<file path="src/rtl/crg_uart_pkg.sv">
// Shared opcodes, parser state encoding and error codes for the UART command path.
package crg_uart_pkg;
  localparam logic [7:0] OP_SET_KEY = 8'h10;
  localparam logic [7:0] OP_SET_PT  = 8'h20;
  localparam logic [7:0] OP_RUN     = 8'h40;

  localparam logic [1:0] ERR_OPC = 2'd1;
  localparam logic [1:0] ERR_OVR = 2'd2;
  localparam logic [1:0] ERR_TMO = 2'd3;

  typedef enum logic [1:0] {IDLE, ADDR, DATA, HOLD} state_t;
endpackage

</file>
<file path="src/rtl/uart_cmd_parser.sv">
// Assembles UART host frames (cmd, addr, payload LSB-first) into one valid/ready command.
// Optional inter-byte timeout is built when UART_CMD_TIMEOUT_EN is defined.
module uart_cmd_parser
  import crg_uart_pkg::*;
#(
  parameter int N_BYTES     = 16,
  parameter int TIMEOUT_CYC = 100000
) (
  input  logic                 clk,
  input  logic                 rst_n,
  input  logic [7:0]           rx_data,
  input  logic                 rx_valid,
  output logic                 cmd_valid,
  input  logic                 cmd_ready,
  output logic [7:0]           cmd_op,
  output logic [7:0]           cmd_addr,
  output logic [8*N_BYTES-1:0] cmd_data,
  output logic                 busy,
  output logic                 err,
  output logic [1:0]           err_code
);
  localparam int CW = $clog2(N_BYTES) + 1;
  localparam logic [CW-1:0] LAST = CW'(N_BYTES - 1);

  state_t state, state_nx;
  logic [CW-1:0] cnt;
  logic          err_nx;
  logic [1:0]    code_nx;
  logic          tmo_hit;

`ifdef UART_CMD_TIMEOUT_EN
  localparam int TW = $clog2(TIMEOUT_CYC) + 1;
  localparam logic [TW-1:0] TMO_LIM = TW'(TIMEOUT_CYC - 1);
  logic [TW-1:0] tmo;
  logic          in_frame;

  assign in_frame = (state == ADDR) || (state == DATA);
  // a byte arriving on the limit cycle still counts as in time
  assign tmo_hit  = in_frame && !rx_valid && (tmo == TMO_LIM);

  always_ff @(posedge clk or negedge rst_n)
    if (!rst_n)                   tmo <= '0;
    else if (!in_frame || rx_valid) tmo <= '0;
    else                          tmo <= tmo + 1'b1;
`else
  // timeout not built; expression only keeps TIMEOUT_CYC referenced
  assign tmo_hit = (TIMEOUT_CYC < 1);
`endif

  always_comb begin
    state_nx = state;
    err_nx   = 1'b0;
    code_nx  = err_code;
    case (state)
      IDLE: if (rx_valid) begin
        if (rx_data == OP_SET_KEY || rx_data == OP_SET_PT) state_nx = ADDR;
        else if (rx_data == OP_RUN)                        state_nx = HOLD;
        else begin
          err_nx  = 1'b1;
          code_nx = ERR_OPC;
        end
      end
      ADDR: if (rx_valid) state_nx = DATA;
      DATA: if (rx_valid && cnt == LAST) state_nx = HOLD;
      HOLD: begin
        // a byte here is dropped even if the handshake completes this cycle
        if (rx_valid) begin
          err_nx  = 1'b1;
          code_nx = ERR_OVR;
        end
        if (cmd_ready) state_nx = IDLE;
      end
      default: state_nx = IDLE;
    endcase
    if (tmo_hit) begin
      state_nx = IDLE;
      err_nx   = 1'b1;
      code_nx  = ERR_TMO;
    end
  end

  always_ff @(posedge clk or negedge rst_n)
    if (!rst_n) begin
      state     <= IDLE;
      cmd_valid <= 1'b0;
      busy      <= 1'b0;
      err       <= 1'b0;
      err_code  <= 2'd0;
    end else begin
      state     <= state_nx;
      cmd_valid <= (state_nx == HOLD);
      busy      <= (state_nx != IDLE);
      err       <= err_nx;
      err_code  <= code_nx;
    end

  always_ff @(posedge clk or negedge rst_n)
    if (!rst_n) begin
      cmd_op   <= 8'h00;
      cmd_addr <= 8'h00;
      cmd_data <= '0;
      cnt      <= '0;
    end else if (rx_valid) begin
      case (state)
        IDLE: begin
          if (rx_data == OP_SET_KEY || rx_data == OP_SET_PT) begin
            cmd_op   <= rx_data;
            cmd_data <= '0;
            cnt      <= '0;
          end else if (rx_data == OP_RUN) begin
            cmd_op   <= rx_data;
            cmd_addr <= 8'h00;
          end
        end
        ADDR: cmd_addr <= rx_data;
        DATA: begin
          cmd_data <= {rx_data, cmd_data[8*N_BYTES-1:8]};
          cnt      <= cnt + 1'b1;
        end
        default: ;
      endcase
    end
endmodule

</file>
<file path="config.mk">
export PLATFORM = sky130hd
export DESIGN_NAME = uart_cmd_parser
export DESIGN_NICKNAME = d
export VERILOG_FILES = /design/src/rtl/crg_uart_pkg.sv /design/src/rtl/uart_cmd_parser.sv
export SDC_FILE = /design/constraint.sdc
export NUM_CORES = 1
export LEC_CHECK = 0
export BUFFER_PORTS_ARGS = -buffer_cell sky130_fd_sc_hd__buf_2
export CAP_MARGIN = 10
export CORE_ASPECT_RATIO = 1.5
export CORE_MARGIN = 5
export CORE_UTILIZATION = 56
export DETAILED_ROUTE_END_ITERATION = 12
export PLACE_DENSITY = 0.83
export SYNTH_ARGS = -nofsm -noshare
export SYNTH_HDL_FRONTEND = slang
export SYNTH_SLANG_ARGS = --single-unit
</file>
<file path="constraint.sdc">
create_clock -name clk -period 4.7 [get_ports clk]
set_clock_uncertainty 0.15 [all_clocks]
set_input_delay 0.705 -clock clk [delete_from_list [all_inputs] [get_ports clk]]
set_output_delay 0.705 -clock clk [all_outputs]
set_load 0.05 [all_outputs]
</file>
# Yosys cells after proc, flatten, opt, wreduce, memory -nomap -nowiden
# Index checks and enable logic that the tools add are counted.
[totals] register_bits=156
[classes] n_reduce_logical=12 add_sub_neg=1 muxes=26 n_eq_ne=14
[op_table] cell="one-hot mux 128 bit (2 select lines)" n=1
[op_table] cell="2-to-1 mux 128 bit" n=1
[op_table] cell="2-to-1 mux 8 bit" n=4
[op_table] cell="2-to-1 mux 2 bit" n=10
[op_table] cell="one-hot mux 8 bit (2 select lines)" n=1
[op_table] cell="!= test 2 bit, second input constant" n=6
[op_table] cell="one-hot mux 5 bit (2 select lines)" n=1
[op_table] cell="nonzero test 2 bit" n=5
[op_table] cell="equality test 8 x 5 -> 1 bit, second input constant" n=1
[op_table] cell="equality test 8 x 6 -> 1 bit, second input constant" n=1
[op_table] cell="equality test 8 x 7 -> 1 bit, second input constant" n=1
[op_table] cell="one-hot mux 2 bit (4 select lines)" n=1
[op_table] cell="equality test 2 bit, second input constant" n=3
[op_table] cell="AND reduction 3 bit" n=2
[op_table] cell="adder 5 x 1 -> 5 bit, second input constant" n=1
[op_table] cell="equality test 5 x 4 -> 1 bit, second input constant" n=1
[op_table] cell="2-to-1 mux 5 bit" n=1
[op_table] cell="AND reduction 5 bit" n=1
[op_table] cell="2-to-1 mux 1 bit" n=4
[op_table] cell="one-hot mux 2 bit (2 select lines)" n=1
[op_table] cell="AND reduction 4 bit" n=1
[op_table] cell="equality test 2 x 1 -> 1 bit, second input constant" n=1
[op_table] cell="logical NOT 2 bit" n=1
[op_table] cell="one-hot mux 1 bit (2 select lines)" n=1
[op_table] cell="other kinds (2)" n=2

# Longest topological paths before layout
# Gate-level depths: netlist of the first run.
[logic_depth] ltp_word=6 ltp_mapped=9 mapped_depth_nobuf=7

# Worst setup path before layout of the first run
# Ideal clock, no wire load.
[synth_timing] kind="input to register" from="input port rx_data[0]" to="register cmd_data[12]" required_ns=4.429 path_slack_ns=1.825 cell_stages=7 arrival_ns=2.604 setup_time_ns=0.121 cell_sequence="or4_4 -> or4_4 -> a211o_1 -> buf_2 -> buf_6 -> buf_6 -> a22o_1"
[synth_between] elab_chain_len=4
[synth_lines] item="start, declared" line_no="uart_cmd_parser.sv:11" rtl="input logic [7:0] rx_data,"
[synth_lines] item="equality test 8 x 5 -> 1 bit / equality test 8 x 6 -> 1 bit (equally long branches)" line_no="uart_cmd_parser.sv:106" rtl="if (rx_data == OP_SET_KEY || rx_data == OP_SET_PT) begin"
[synth_lines] item="logical OR 1 bit (*)" line_no="uart_cmd_parser.sv:106"
[synth_lines] item="!= test 2 bit (no line) (*)"
[synth_lines] item="AND reduction 3 bit (no line) (*)"
[synth_lines] item="end signal, assigned" line_no="uart_cmd_parser.sv:117" rtl="cmd_data <= {rx_data, cmd_data[8*N_BYTES-1:8]};"
[synth_lines] item="end, declared" line_no="uart_cmd_parser.sv:17" rtl="output logic [8*N_BYTES-1:0] cmd_data,"
# Every way passes the cells marked *; elsewhere a longest branch is shown, timed or not.
# A chain may end at the register's enable or synchronous reset.

# Worst setup path after layout of the first run
[layout_timing] from="input port rx_data[0]" to="register cmd_data[87]"
# Same word-level chain as after synthesis.

==> impl_results.md, run 1 <==
* Status: finished clean
* Die extent in y at 136 um
* Reg2reg path depth at 5
* Critical Path RT at 4.84 ns
* H-tree lvl count at 4
* Vias per inst at 5.93
* Final min period at 3.11 ns
* Clock Tree Root: clkbuf_16
* Clk slew on worst S/H paths at 0.06 ns
* # setup viols final at 0
* Ports at 161
* Total Negative Setup Slacks at 0 ns
* Residual DRC count at 0
* Critical path fanouts, max at 104
* Post-synthesis sequential area ratio at 65.9%
* Vias in the first global route at 4180
* Final Cycle Share at 66.2%
* Post-Syn Instances at 432
* Area growth, synth to finish at 23.4%
* Worst-Margin Slew at 1.02 ns
* Layout net count at 599
* Count of cell types in the netlist at 35
* Pwr Density at 638 nW/um^2
* DRT iter0 DRCs at 257
* Fmax achieved at 322 MHz
* ANT nets after route at 0
* Clk sink count at 156
* Clock Latency Late Sink at 0.41 ns
* Postcts setup bufs at 0
* DP HPWL at 9520 um
* Max cap viols at 0
* Port bufs at 160
* Hold Path Class: in2async
* Final instance area at 7310 um^2
* RSZ-0062 raised after global routing: no
* Initial antenna violation count at 0
* Number of synthesized register bits at 156
* Kind of critical path: in2reg
* Fin. max-slew vios at 0
* Critical Path Start Type: primary input
* Largest net degree at the start of global routing at 105
* CTS tree: done
* CORE AREA at 10500 um^2
* Ant. Diodes at 0
* Via count at 4380
* Power Total at 0.00466 W
* DR WL/cell at 19.2 um
* Layout cells sized above 1 at 34.8%
* CTS buffer count at 17
* Detailed Route WL at 14100 um
* Hold_buf cts at 0
* Overflow after GRT at 0
* Slew HR at 31.6%
* Hold slack at 0.154 ns
* Post-Syn Area per Cell at 13.7 um^2
* Cell area after synthesis at 5930 um^2
* Ys Warns at 0
* Mapped Nets at 450
* First-pass GRT wire length at 22300 um
* FP Rows at 46
* Clock Path Buffers at 2
* Post-DP Area at 6750 um^2
* Count of final hold-check violations at 0
* Drt pass-1 iters at 5
* Crit path capture type: flip-flop
* Placer Congestion at 0.908
* Die area at 12800 um^2
* Worst Path Arrival at 3.25 ns
* Post-CTS sizing at 0
* Total GRT Usage at 22.6%
* Die width at 94.0 um
* Peak VDD IR at 0.000485 V
* Starting Density at 56.6%
* LEAKAGE at 4.04 nW
[registers in the layout, indices dropped and copies added, names as in the netlist]
name       count
err_code       2
err            1
cmd_op         8
cmd_valid      1
cmd_data     128
state          2
busy           1
cnt            5
cmd_addr       8
[cell type report]
type | count | area, um^2
clock buffers | 17 | 425
clock inverters | 15 | 140
fillers | 744 | 3160
inverters | 10 | 37.5
multi-input cells | 231 | 1780
flip-flops and latches | 156 | 3900
well taps | 144 | 180
repair buffers | 165 | 845
[worst paths after layout]
kind                       startpoint           end  slack, ns
setup reg to reg             state[1]     cmd_op[4]       1.84
hold / removal                  rst_n  cmd_data[58]       0.15
min in group clk               cnt[3]        cnt[3]       0.34
setup / recovery           rx_data[0]  cmd_data[87]       1.59
max in group asynchronous       rst_n  cmd_data[17]       3.24
hold reg to reg                cnt[3]        cnt[3]       0.34
[stage by stage]
| stage | setup WS, ns | util [%] | instances |
|---|---|---|---|
| after global placement | 1.22 | 64.4 | 706 |
| after global routing | 1.52 | 69.8 | 738 |
| after detailed placement | 1.17 | 64.4 | 706 |
| after CTS | 1.60 | 69.8 | 738 |
| final | 1.59 | 69.8 | 738 |
| after floorplan | 1.82 | - | 432 |
[metal layers]
layer / vias to the layer above / track usage, % / wire [um]
li1: 1921 / - / -
met1: 2248 / 30.2 / 5790
met2: 185 / 35.8 / 7120
met3: 26 / 5.76 / 901
met4: 0 / 8.67 / 325
met5: - / 0 / 0
[cell usage after synthesis]
cell type,count,share of area (%)
a211o_1,1,0.15
a21o_1,2,0.25
a21oi_1,13,1.1
a21oi_2,1,0.15
a22o_1,129,19
a22oi_1,1,0.13
a31o_2,1,0.15
a31oi_1,1,0.11
and2_1,1,0.11
and3_1,8,0.84
buf_2,9,0.76
buf_4,1,0.13
buf_6,10,1.9
clkbuf_1,15,0.95
dfrtp_1,156,66
ha_1,6,1.3
inv_1,10,0.63
mux2_2,4,0.76
mux2i_1,1,0.17
nand2_1,13,0.82
nand3_1,1,0.084
nand4_1,1,0.11
nor2_1,8,0.51
nor2b_1,6,0.63
nor3_1,4,0.34
nor3b_1,3,0.38
o211ai_1,1,0.13
o21a_1,1,0.13
o21ai_0,16,1.4
o21ai_1,1,0.084
o22ai_1,2,0.21
or2_2,1,0.11
or4_4,2,0.38
xnor2_1,1,0.15
xor2_1,1,0.15
[critical path, cell delays in order]
cell,delay (ns)
buf_2,0.11
or4_4,0.56
or4_4,0.54
a211o_4,0.71
buf_4,0.39
a22o_1,0.21
[placed cells by master (no fill, tap or decap), types with 2 or more instances in the layout]
| cell | count |
|---|---|
| a21o_1 | 2 |
| a21oi_1 | 13 |
| a22o_1 | 129 |
| and3_1 | 8 |
| buf_2 | 159 |
| buf_4 | 5 |
| clkbuf_16 | 17 |
| clkinv_2 | 2 |
| clkinv_4 | 2 |
| clkinvlp_4 | 6 |
| dfrtp_1 | 156 |
| ha_1 | 6 |
| inv_1 | 10 |
| inv_6 | 3 |
| mux2_2 | 4 |
| nand2_1 | 13 |
| nor2_1 | 8 |
| nor2b_1 | 6 |
| nor3_1 | 4 |
| nor3b_1 | 3 |
| o21ai_0 | 16 |
| o22ai_1 | 2 |
| or4_4 | 2 |
[where the power goes]
group	total [W]	switching (W)	internal, W	leakage [nW]
clock network	0.00129	0.000554	0.000735	0.260
logic	0.00158	0.00120	0.000374	1.63
registers	0.00180	0.000219	0.00158	2.15
[logic make-up after synthesis]
group / count (synthesis) / synth area share, %
muxes: 5 / 0.929
buffers and inverters: 45 / 4.37
and+or+nand+nor: 48 / 4.31
AOI/OAI and AO/OA: 170 / 23.0
DFF: 156 / 65.9
xor gates and xnor gates: 2 / 0.296
adders and majority gates: 6 / 1.27
No activity file was read; power rests on OpenSTA's default activity.
==> inputs of run 2 (changes only) <==
Settings changed: CORE_UTILIZATION 56 to 52, PLACE_DENSITY 0.83 to 0.78.
Clock period 4.7 ns to 3.2 ns, I/O delays scaled along.
==> run 2 against run 1 <==
Against the previous run:
- sequential share of layout area decreased by 1.3 points
- register-to-register slack got worse by 0.94 ns
- power increased by 52%
- combinational power increased by 50%
- non-clock buffer count increased by 9
- utilization decreased by 2.3 points
- clock power increased by 62%
- critical path depth unchanged
- flip-flop and latch count unchanged
- setup slack got worse by 0.97 ns
- critical path type unchanged
- largest cell class unchanged
==> impl_results.md, run 2 (same netlist as run 1, synthesis figures left out) <==
* Fmax achieved at 387 MHz
* Final min period at 2.58 ns
* Max stage delay cell, worst path: or4_4 (was a211o_4)
* # setup viols final at 0 (unchanged)
* Clock Path Buffers at 2 (unchanged)
* Residual DRC count at 0 (unchanged)
* CP most frequent cell: or4_4 (unchanged)
* Reg2reg path depth at 6 (was 5)
* Hold Path Class: in2reg (was in2async)
* Worst Path Arrival at 2.72 ns (was 3.25 ns)
* Final Util at 67.5% (was 69.8%)
* Worst hold path endpoint: cmd_data[121]
* Critical Path Start Type: primary input (unchanged)
* Total Negative Setup Slacks at 0 ns (unchanged)
* Port bufs at 160 (unchanged)
* Cells along the critical path: buf_2 -> or4_4 -> or4_4 -> a211o_4 -> buf_12 -> mux2_2 (was buf_2 -> or4_4 -> or4_4 -> a211o_4 -> buf_4 -> a22o_1)
* DRT iter0 DRCs at 259 (was 257)
* First-pass GRT wire length at 24100 um (was 22300 um)
* CTS tree: done (unchanged)
* Most common cell after layout, fill and taps aside: buf_2 (unchanged)
* Ant. Diodes at 0 (unchanged)
* Total GRT Usage at 21.9% (was 22.6%)
* Pwr Density at 948 nW/um^2 (was 638 nW/um^2)
* Vias per inst at 5.82 (was 5.93)
* Die area at 13700 um^2 (was 12800 um^2)
* CORE AREA at 11100 um^2 (was 10500 um^2)
* Top reg by flops: cmd_data (unchanged)
* LEAKAGE at 4.14 nW (was 4.04 nW)
* H-tree lvl count at 4 (unchanged)
* Ports at 161 (unchanged)
* Reg-to-reg startpoint: state[1] (unchanged)
* Hold Path Origin: rx_data[1]
* Drt pass-1 iters at 5 (unchanged)
* Via count at 4364 (was 4380)
* DR WL/cell at 19.8 um (was 19.2 um)
* Worst path max stage delay at 0.56 ns (was 0.71 ns)
* Final Cycle Share at 80.7%
* Clk slew on worst S/H paths at 0.06 ns (about the same)
* Overflow after GRT at 0 (unchanged)
* RR Endpoint: cnt[0] (was cmd_op[4])
* Status: finished clean (unchanged)
* Critical Path RT at 3.34 ns (was 4.84 ns)
* Placer Congestion at 0.872 (was 0.908)
* Worst-Margin Slew at 0.608 ns (was 1.02 ns)
* Postcts setup bufs at 0 (unchanged)
* CTS buffer count at 17 (unchanged)
* Largest net degree at the start of global routing at 133 (was 105)
* R2R Setup Slk at 0.90 ns (was 1.84 ns)
* Layout net count at 608 (was 599)
* Starting Density at 53.3% (was 56.6%)
* DP HPWL at 10000 um (was 9520 um)
* Clock Tree Root: clkbuf_16 (unchanged)
* Clk sink count at 156 (unchanged)
* Slew HR at 59.2% (was 31.6%)
* Top flop regs: cmd_data: 128 flops, cmd_addr: 8 flops, cmd_op: 8 flops (unchanged)
* Hold path depth at 2
* Critical path fanouts, max at 132 (was 104)
* FP Rows at 47 (was 46)
* Kind of critical path: in2reg (unchanged)
* Initial antenna violation count at 0 (unchanged)
* Layout cells sized above 1 at 35.5% (was 34.8%)
* Commonest non-fill, non-tap cells in the layout: buf_2 (159), dfrtp_1 (156), a22o_1 (129), clkbuf_16 (17), o21ai_0 (16) (unchanged)
* Peak VDD IR at 0.000793 V (was 0.000485 V)
* Crit path capture type: flip-flop (unchanged)
* RSZ-0062 raised after global routing: no (unchanged)
* Detailed Route WL at 14800 um (was 14100 um)
* Count of final hold-check violations at 0 (unchanged)
* ANT nets after route at 0 (unchanged)
* Die extent in y at 141 um (was 136 um)
* Max cap viols at 0 (unchanged)
* Fin. max-slew vios at 0 (unchanged)
* Die width at 97.2 um (was 94.0 um)
* Clock Latency Late Sink at 0.41 ns (about the same)
* Vias in the first global route at 4365 (was 4180)
* Max FFs per register at 128 (unchanged)
* Area growth, synth to finish at 26.5% (was 23.4%)
## run 2: per-stage QoR
stage	instance area [um^2]	power [W]	setup slack, ns	instances	hold slack (ns)
3_5_place_dp	6860	0.00504	0.234	717	0.334
6_report	7500	0.00711	0.618	750	0.181
4_1_cts	7500	0.00716	0.673	750	0.157
3_3_place_gp	6860	0.00497	0.284	717	0.305
2_1_floorplan	5930	0.00443	0.550	432	0.0344
5_1_grt	7500	0.00740	0.582	750	0.167
## run 2: layer usage
layer  wire (um)  global-route usage (%)  up-vias
met3         794                    5.83       21
li1            -                       -     1942
met1        6060                    28.1     2233
met4         222                    6.95        0
met2        7750                    36.7      168
met5           0                       0        -
## run 2: timing repair
action / CTS / global route
endpoints found under the hold margin: 62 / 0
gates resized for setup: 0 / 0
hold buffers: 1 / 0
## run 2: worst max-delay path by stage
stage	start	end	slack, ns	cells after the start
after floorplan	rx_data[0]	cmd_data[12]	0.55	7
after global placement	rx_data[0]	cnt[0]	0.28	6
after detailed placement	rx_data[0]	cnt[3]	0.23	7
after CTS	rx_data[0]	cnt[3]	0.67	7
after global routing	rx_data[0]	cnt[3]	0.58	7
final	rx_data[0]	cnt[0]	0.62	6
## run 2: layout make-up
type	count	area, um^2
Inverter	10	37.5
Clock buffer	21	470
Clock inverter	11	158
Multi-Input combinational cell	231	1780
Tap cell	147	184
Fill cell	835	3610
Timing Repair Buffer	174	965
Sequential cell	156	3900
## run 2: where the power goes
part           total [W]  internal (W)  switching, W
sequential       0.00265       0.00232      0.000325
combinational    0.00237      0.000580       0.00179
clock            0.00209       0.00130      0.000790
total            0.00711       0.00421       0.00290
## run 2: worst max-delay path, delay by kind of cell
| family | cells | cell delay (ns) |
|---|---|---|
| simple gates | 2 | 1.10 |
| compound gates | 1 | 0.37 |
| buf+inv | 2 | 0.36 |
| mux | 1 | 0.35 |
==> inputs of run 3 (changes only) <==
Settings changed: CORE_UTILIZATION 52 to 47, PLACE_DENSITY 0.78 to 0.75.
Clock period 3.2 ns to 2.35 ns, I/O delays scaled along.
==> run 3 against run 2 <==
Against the previous run:
- combinational power up 40%
- flip-flop and latch count stayed put
- global-route usage down 0.99 points
- via count up 2.4%
- critical path depth unchanged
- utilization fell by 5.9 points
- worst hold slack got worse by 0.049 ns
- wire length is 1.8% higher
- non-clock buffer count is 17 higher
==> impl_results.md, run 3 (same netlist as run 1, synthesis figures left out) <==
* Ant. Diodes at 0 (unchanged)
* FP Rows at 50 (was 47)
* Flop pwr share at 37.7% (was 37.2%)
* Largest net degree at the start of global routing at 57 (was 133)
* Critical Path RT at 2.49 ns (was 3.34 ns)
* ANT nets after route at 0 (unchanged)
* Reg-to-reg startpoint: state[1] (unchanged)
* Area growth, synth to finish at 29.4% (was 26.5%)
* Max FFs per register at 128 (unchanged)
* Overflow after GRT at 0 (unchanged)
* Most common cell after layout, fill and taps aside: buf_2 (unchanged)
* Worst Path Arrival at 2.39 ns (was 2.72 ns)
* Drt pass-1 iters at 4 (was 5)
* Final Cycle Share at 95.9%
* Hold slack at 0.132 ns (was 0.181 ns)
* Hold Path Origin: rx_data[1] (unchanged)
* Die width at 102 um (was 97.2 um)
* Vias in the first global route at 4609 (was 4365)
* Peak VDD IR at 0.000767 V (was 0.000793 V)
* Hold Path Class: in2reg (unchanged)
* Count of final hold-check violations at 0 (unchanged)
* Reg2reg path depth at 6 (unchanged)
* Detailed Route WL at 15100 um (was 14800 um)
* Layout Cells excl Fill at 775 (was 750)
* Critical Path Start Type: primary input (unchanged)
* Critical path fanouts, max at 49 (was 132)
* H-tree lvl count at 4 (unchanged)
* Layout cells sized above 1 at 37.5% (was 35.5%)
* DP HPWL at 10700 um (was 10000 um)
* Fmax achieved at 444 MHz
* CTS tree: done (unchanged)
* Psw at 0.00400 W (was 0.00290 W)
* Status: finished clean (unchanged)
* Max cap viols at 0 (unchanged)
* Clk slew on worst S/H paths at 0.06 ns (about the same)
* Total GRT Usage at 21.0% (was 21.9%)
* Postcts setup bufs at 0 (unchanged)
* Layout net count at 625 (was 608)
* Worst hold path endpoint: cmd_data[121] (unchanged)
* Residual DRC count at 0 (unchanged)
* DRT iter0 DRCs at 237 (was 259)
* Total Negative Setup Slacks at 0 ns (unchanged)
* Pwr Density at 1240 nW/um^2 (was 948 nW/um^2)
* Clk sink count at 156 (unchanged)
* Internal Pwr Total at 0.00553 W (was 0.00421 W)
* Vias per inst at 5.76 (was 5.82)
* Placer Congestion at 0.934 (was 0.872)
* Clock Path Buffers at 2 (unchanged)
* Clock power share at 27.5% (was 29.4%)
* Fin. max-slew vios at 0 (unchanged)
* RR Endpoint: cmd_data[37] (was cnt[0])
* Post-DP Area at 7080 um^2 (was 6860 um^2)
* R2R Setup Slk at 0.16 ns (was 0.90 ns)
* Crit path capture type: flip-flop (unchanged)
* Die area at 15000 um^2 (was 13700 um^2)
* CTS buffer count at 17 (unchanged)
* Ports at 161 (unchanged)
* Hold path depth at 3 (was 2)
* Worst-Margin Slew at 0.617 ns (was 0.608 ns)
* Slew HR at 58.6% (was 59.2%)
* Clock Latency Late Sink at 0.41 ns (about the same)
* Gate power share at 34.8% (was 33.3%)
* CORE AREA at 12400 um^2 (was 11100 um^2)
* # setup viols final at 0 (unchanged)
* Starting Density at 47.6% (was 53.3%)
* Port bufs at 160 (unchanged)
* Final min period at 2.25 ns
* Top reg by flops: cmd_data (unchanged)
* Commonest non-fill, non-tap cells in the layout: buf_2 (159), dfrtp_1 (156), a22o_1 (129), buf_4 (20), clkbuf_16 (17) (was buf_2 (159), dfrtp_1 (156), a22o_1 (129), clkbuf_16 (17), o21ai_0 (16))
* First-pass GRT wire length at 24700 um (was 24100 um)
* Clock Tree Root: clkbuf_16 (unchanged)
* Net Sw Frac at 42.0% (was 40.9%)
* Final instance area at 7670 um^2 (was 7500 um^2)
* LEAKAGE at 4.23 nW (was 4.14 nW)
* Dpl cells at 743 (was 717)
* Die extent in y at 148 um (was 141 um)
* Kind of critical path: in2reg (unchanged)
* RSZ-0062 raised after global routing: no (unchanged)
* Initial antenna violation count at 0 (unchanged)
* Top flop regs: cmd_data: 128 flops, cmd_addr: 8 flops, cmd_op: 8 flops (unchanged)
* DR WL/cell at 19.5 um (was 19.8 um)
* Via count at 4467 (was 4364)
run 3: worst max-delay path by stage:
| stage | from | to | slack, ns | cells after the start |
|---|---|---|---|---|
| floorplan | rx_data[0] | cmd_data[12] | -0.17 | 7 |
| global placement | rx_data[0] | cnt[3] | -0.28 | 7 |
| detailed placement | rx_data[0] | cmd_data[52] | -0.31 | 6 |
| CTS | rx_data[0] | cmd_data[37] | 0.11 | 6 |
| global route | state[1] | cmd_addr[6] | 0.005 | 6 |
| finish | rx_data[0] | cmd_data[37] | 0.1 | 6 |
run 3: repair_timing:
| item | in CTS | in global routing |
|---|---|---|
| endpoints found under the setup margin | 0 | 3 |
| hold buffers | 1 | 0 |
| gates resized for setup | 0 | 1 |
| endpoints found under the hold margin | 51 | 0 |
run 3: power by group through the flow:
stage                     registers (W)  logic, W  clock network, W
after floorplan                 0.00509  0.000974                 0
after global placement          0.00360   0.00326                 0
after CTS                       0.00359   0.00334           0.00267
after global routing            0.00365   0.00350           0.00280
after detailed placement        0.00362   0.00333                 0
final                           0.00359   0.00332           0.00262
run 3: through the flow:
| stage | power, W | setup WS, ns | util [%] |
|---|---|---|---|
| 5_1_grt | 0.00995 | 0.00486 | 61.6 |
| 3_3_place_gp | 0.00687 | -0.284 | 56.9 |
| 2_1_floorplan | 0.00606 | -0.165 | - |
| 3_5_place_dp | 0.00696 | -0.310 | 56.9 |
| 6_report | 0.00953 | 0.0960 | 61.6 |
| 4_1_cts | 0.00960 | 0.111 | 61.5 |
run 3: worst max-delay path, stage by stage:
cell	delay (ns)
buf_2	0.11
or4_4	0.54
or4_4	0.55
a211o_4	0.41
buf_12	0.21
a22o_1	0.21
run 3: layout make-up:
cell class / count / area [um^2]
Clock buffer: 18 / 439
Clock inverter: 13 / 133
Fill cell: 1005 / 4780
Inverter: 10 / 37.5
Multi-Input combinational cell: 231 / 1790
Sequential cell: 156 / 3900
Tap cell: 156 / 195
Timing Repair Buffer: 191 / 1170
run 3: per-layer routing:
layer,track usage (%),vias up,wire (um)
met1,27.7,2284,6180
met2,33.0,179,7510
met5,0,-,0
met3,5.15,27,1020
li1,-,1977,-
met4,8.58,0,376
